**config.mk**
```make
export PLATFORM = sky130hd
export DESIGN_NAME = aes_control
export DESIGN_NICKNAME = d
export VERILOG_FILES = /design/src/rtl/aes_pkg.sv /design/src/rtl/aes_control.sv
export SDC_FILE = /design/constraint.sdc
export NUM_CORES = 1
export LEC_CHECK = 0
export CORE_MARGIN = 2
export CORE_UTILIZATION = 32
export CTS_CLUSTER_DIAMETER = 150
export DETAILED_ROUTE_END_ITERATION = 10
export PLACE_DENSITY = 0.63
export SLEW_MARGIN = 10
export SYNTH_ARGS = -nofsm -noshare
export SYNTH_HDL_FRONTEND = slang
export SYNTH_SLANG_ARGS = --single-unit
```
**constraint.sdc**
```tcl
create_clock -name CLK -period 2.3 [get_ports CLK]
set_input_delay 0.345 -clock CLK [delete_from_list [all_inputs] [get_ports CLK]]
set_output_delay 0.345 -clock CLK [all_outputs]
set_load 0.03 [all_outputs]
```
**src/rtl/aes_pkg.sv**
```systemverilog
// Shared definitions for the AES decryption controller and its datapath:
// FSM state encoding, state-mux select codes and the round count.
package aes_pkg;

    typedef enum logic [3:0] {
        IDLE,
        KEYEXP,
        LOAD,
        ARK,
        ISR,
        ISB_WAIT,
        ISB,
        IMC,
        DONE
    } aes_state_t;

    localparam logic [1:0] SEL_ARK = 2'd0;
    localparam logic [1:0] SEL_ISB = 2'd1;
    localparam logic [1:0] SEL_IMC = 2'd2;
    localparam logic [1:0] SEL_ISR = 2'd3;

    localparam int NUM_ROUNDS = 10;

endpackage

```
**src/rtl/aes_control.sv**
```systemverilog
// Moore controller sequencing the AES-128 inverse cipher on a shared
// datapath: key schedule wait, message load, then ARK / ISR / ISB / IMC
// steps for rounds 0..10, finishing in DONE until AES_START drops.
module aes_control
    import aes_pkg::*;
#(
    parameter int KEYEXP_CYCLES = 12
) (
    input  logic       CLK,
    input  logic       RESET_N,
    input  logic       AES_START,
    output logic       AES_DONE,
    output logic       AES_BUSY,
    output logic       ld_msg,
    output logic       ld_state,
    output logic [1:0] state_select,
    output logic [3:0] round,
    output logic [1:0] mix_cols_idx
);

    // The key schedule window covers the entry cycle plus KEYEXP_CYCLES
    // settle cycles, so the wait counter runs from 0 up to KEYEXP_CYCLES.
    localparam logic [7:0] WAIT_LAST  = 8'(KEYEXP_CYCLES);
    localparam logic [3:0] LAST_ROUND = 4'(NUM_ROUNDS);

    aes_state_t state_q, state_d;
    logic [3:0] round_q, round_d;
    logic [1:0] idx_q, idx_d;
    logic [7:0] wait_q, wait_d;

    // State and counter registers; reset parks in IDLE with all counters cleared
    always_ff @(posedge CLK or negedge RESET_N) begin
        if (!RESET_N) begin
            state_q <= IDLE;
            round_q <= '0;
            idx_q   <= '0;
            wait_q  <= '0;
        end else begin
            state_q <= state_d;
            round_q <= round_d;
            idx_q   <= idx_d;
            wait_q  <= wait_d;
        end
    end

    // Next-state and counter update; round only advances on leaving ARK 0 or IMC word 3
    always_comb begin
        state_d = state_q;
        round_d = round_q;
        idx_d   = idx_q;
        wait_d  = wait_q;
        case (state_q)
            IDLE: begin
                if (AES_START) begin
                    state_d = KEYEXP;
                    wait_d  = '0;
                    round_d = '0;
                end
            end
            KEYEXP: begin
                if (wait_q == WAIT_LAST) begin
                    state_d = LOAD;
                end else begin
                    wait_d = wait_q + 8'd1;
                end
            end
            LOAD: begin
                state_d = ARK;
                round_d = '0;
            end
            ARK: begin
                if (round_q == 4'd0) begin
                    state_d = ISR;
                    round_d = 4'd1;
                end else if (round_q == LAST_ROUND) begin
                    state_d = DONE;
                end else begin
                    state_d = IMC;
                    idx_d   = '0;
                end
            end
            ISR:      state_d = ISB_WAIT;
            ISB_WAIT: state_d = ISB;
            ISB:      state_d = ARK;
            IMC: begin
                idx_d = idx_q + 2'd1;
                if (idx_q == 2'd3) begin
                    state_d = ISR;
                    round_d = round_q + 4'd1;
                end
            end
            DONE: begin
                if (!AES_START) begin
                    state_d = IDLE;
                    round_d = '0;
                end
            end
            default: begin
                state_d = IDLE;
                round_d = '0;
                idx_d   = '0;
                wait_d  = '0;
            end
        endcase
    end

    // Output decode from the registered state only, so no input reaches an output
    always_comb begin
        AES_DONE     = 1'b0;
        AES_BUSY     = 1'b0;
        ld_msg       = 1'b0;
        ld_state     = 1'b0;
        state_select = SEL_ARK;
        case (state_q)
            KEYEXP: begin
                AES_BUSY = 1'b1;
            end
            LOAD: begin
                AES_BUSY = 1'b1;
                ld_msg   = 1'b1;
            end
            ARK: begin
                AES_BUSY     = 1'b1;
                ld_state     = 1'b1;
                state_select = SEL_ARK;
            end
            ISR: begin
                AES_BUSY     = 1'b1;
                ld_state     = 1'b1;
                state_select = SEL_ISR;
            end
            ISB_WAIT: begin
                AES_BUSY     = 1'b1;
                state_select = SEL_ISB;
            end
            ISB: begin
                AES_BUSY     = 1'b1;
                ld_state     = 1'b1;
                state_select = SEL_ISB;
            end
            IMC: begin
                AES_BUSY     = 1'b1;
                ld_state     = 1'b1;
                state_select = SEL_IMC;
            end
            DONE: begin
                AES_DONE = 1'b1;
            end
            default: begin
                AES_DONE = 1'b0;
            end
        endcase
    end

    assign round        = round_q;
    assign mix_cols_idx = idx_q;

endmodule
```
==> results_dict.tcl <==
set metrics [dict create \
    htreeDepth 1 \
    max_stage_delay_ns 0.47 \
    hp-class "input pin to async pin" \
    cp_cell_sequence "inv_1 -> ha_1 -> or4b_1 -> o21ba_2 -> or3_1 -> o32ai_1" \
    r2r_slack_ns 0.12 \
    synthCells 139 \
    overflow 0 \
    rsz0062_at_grt "false" \
    final_cell_mix "dfrtp_1, nor2_1, nand2_1" \
    ir_worst_vdd_uv 598.2 \
    required_ns 2.45 \
    cts_sinks 18 \
    cp_top_family "simple AND/OR/NAND/NOR gates" \
    grt_start_max_net_pins 19 \
    avgRoutedWirePerCell_um 13.71 \
    cts_made_buffers 3 \
    power_density_nw_per_um2 1240 \
    area_growth_pct 25.18 \
    wirelength_um 2839 \
    maxSlewViolCount 0 \
    place_ws_ns 0.1610 \
    antenna_found_initial 0 \
    nets 169 \
    drc 0 \
    drive_above_1_share 0.1195 \
    finalCritPeriodShare 0.9460 \
    synth-seq-cells 18 \
    rows 22 \
    dp_hpwl_um 2054 \
    syn_nets 148 \
    num_vias 1105 \
    setup_violations 0 \
    clockRootBuffer "clkbuf_8" \
    cp.arrival_ns 2.32 \
    start_util 0.3295 \
    max_slew_margin 0.6329 \
    seq_area_frac_synth 0.3762 \
    post_cts_buffers 0 \
    critical_path_class "flop to flop" \
    clockBufferDepth 2 \
    ant_nets 0 \
    outcome "completed" \
    dr.pass1.iters 4 \
    multi_input_area_sq_um 676.9 \
    setup_ws_ns 0.1243 \
    die_h_um 65.17 \
    area.sequential_sq_um 452.9 \
    slowest_stage "or4b_1" \
    nFillCells 381 \
    cap_violations 0 \
    synthesis.area_sq_um 1197 \
    syn_avg_cell_area_sq_um 8.614 \
    place.gp.congestion 0.8429 \
    min_period_ns 2.176 \
    end_kind "flop" \
    cts_tree "done" \
    die_area_sq_um 4247 \
    p_leak_uw 0.0006432 \
    crit_path_max_fanout 4 \
    clkTransAtPathRegs_ns 0.07 \
    viasPerCell 5.338 \
    yosysWarnings 0 \
    grt_pass1_wl_um 4968 \
    cp-start-kind "flop" \
    critical_path_buf_inv_count 1 \
    hold_violations 0 \
    clock-skew-final_ns 0.003913 \
    mostFrequentLayoutCell "dfrtp_1" \
    drt_iter0_markers 62 \
    finalSetupTns_ns 0 \
    diodes 0 \
    max_freq_mhz 459.6 \
    ios 15 \
    worst_pin_slew_ns 0.5506 \
    io_buffers 14 \
    design.core.area_sq_um 3633 \
    insertion_delay_ns 0.26 \
    grt_pass1_vias 1061 \
    die_w_um 65.17 \
    synth_cell_types 42 \
    track_usage 0.1482 \
]
-- path summary, 6_finish.rpt --
| kind | endpoint | start | depth (start not counted) |
|---|---|---|---|
| max | state_q[1] | wait_q[0] | 6 |
| min | state_q[2] | RESET_N | 2 |
| max reg2reg | state_q[1] | wait_q[0] | 6 |
| min reg2reg | mix_cols_idx[0] | mix_cols_idx[0] | 1 |
| max in group asynchronous | state_q[0] | RESET_N | 2 |
| min in group CLK | mix_cols_idx[0] | mix_cols_idx[0] | 1 |
-- cells by family (layout without fill, tap and decap cells) --
group                      Yosys count  in the layout  share of synthesized area
AOI/OAI and AO/OA                   37             37                     0.2205
buffers and inverters               18             38                    0.05851
xor gates and xnor gates             2              2                    0.01463
muxes                                4              4                    0.03344
and+or+nand+nor                     54             54                     0.2341
adders and majority gates            6              6                    0.06269
DFF                                 18             18                     0.3762
-- report_power, final --
part	switching, uW	leakage (uW)	internal, uW	total [uW]
Sequential	136	0.000236	402	538
Clock	113	0.0000288	152	265
Combinational	596	0.000378	459	1050
-- cells in the mapped netlist --
| master | count | share of area |
|---|---|---|
| dfrtp_1 | 18 | 0.38 |
| nand2_1 | 13 | 0.041 |
| nor2_1 | 13 | 0.041 |
| inv_1 | 11 | 0.034 |
| o21ai_0 | 11 | 0.046 |
| ha_1 | 6 | 0.063 |
| nand3_1 | 6 | 0.025 |
| a211oi_1 | 4 | 0.025 |
| clkbuf_1 | 4 | 0.013 |
| mux2i_1 | 4 | 0.033 |
| nor3_1 | 4 | 0.017 |
| nand2b_1 | 3 | 0.016 |
| o41ai_1 | 3 | 0.022 |
| a21oi_1 | 2 | 0.0084 |
| and2_1 | 2 | 0.010 |
| and3_1 | 2 | 0.010 |
| buf_2 | 2 | 0.0084 |
| nor2b_1 | 2 | 0.010 |
| o21ba_2 | 2 | 0.017 |
| o21bai_1 | 2 | 0.013 |
| o2bb2ai_1 | 2 | 0.015 |
| o32ai_1 | 2 | 0.015 |
| xnor2_1 | 2 | 0.015 |
| a211o_1 | 1 | 0.0073 |
| a221oi_1 | 1 | 0.0073 |
| a22o_1 | 1 | 0.0073 |
| a311o_1 | 1 | 0.0084 |
| a31oi_1 | 1 | 0.0052 |
| and4b_1 | 1 | 0.0084 |
| buf_1 | 1 | 0.0031 |
| nand3b_1 | 1 | 0.0063 |
| nand4_1 | 1 | 0.0052 |
| nand4b_1 | 1 | 0.0073 |
| nor3b_1 | 1 | 0.0063 |
| o211ai_1 | 1 | 0.0063 |
| o22ai_1 | 1 | 0.0052 |
| o31a_1 | 1 | 0.0073 |
| o31ai_1 | 1 | 0.0063 |
| or2_2 | 1 | 0.0052 |
| or3_1 | 1 | 0.0052 |
| or4b_1 | 1 | 0.0084 |
| or4b_4 | 1 | 0.011 |
-- timing repair --
item                       CTS  global route
setup endpoints to repair    0             4
hold buffers                 0             0
resized for setup            0             4
-- area by class of cell --
type,count,share of cell area
multi-input cells,103,0.4516
repair buffers,23,0.1419
inverters,11,0.02755
clock buffers,4,0.03673
flip-flops and latches,18,0.3022
well taps,48,0.04007
-- state kept, by name, summed over array words and instances (netlist names) --
signal / cells
mix_cols_idx: 2
round: 4
state_q: 4
wait_q: 8
-- per-layer routing --
layer  vias to the layer above  part of all wire  global-route usage
li1                        542                 -                   -
met1                       544              0.48              0.1927
met2                        19              0.49              0.2526
met3                         0             0.032             0.03767
met4                         0                 0             0.02344
met5                         -                 0                   0
-- metrics by stage --
stage | total power (uW) | hold WS, ns | std cells | cell area (sq um) | utilization
4_1_cts | 1863 | 0.4305 | 207 | 1491 | 0.4105
3_3_place_gp | 1553 | 0.5047 | 203 | 1436 | 0.3953
2_1_floorplan | 1219 | 0.04941 | 139 | 1197 | -
6_report | 1858 | 0.4235 | 207 | 1499 | 0.4125
5_1_grt | 1999 | 0.4455 | 207 | 1499 | 0.4125
3_5_place_dp | 1586 | 0.5117 | 203 | 1436 | 0.3953
(Power assumes the default switching activity.)
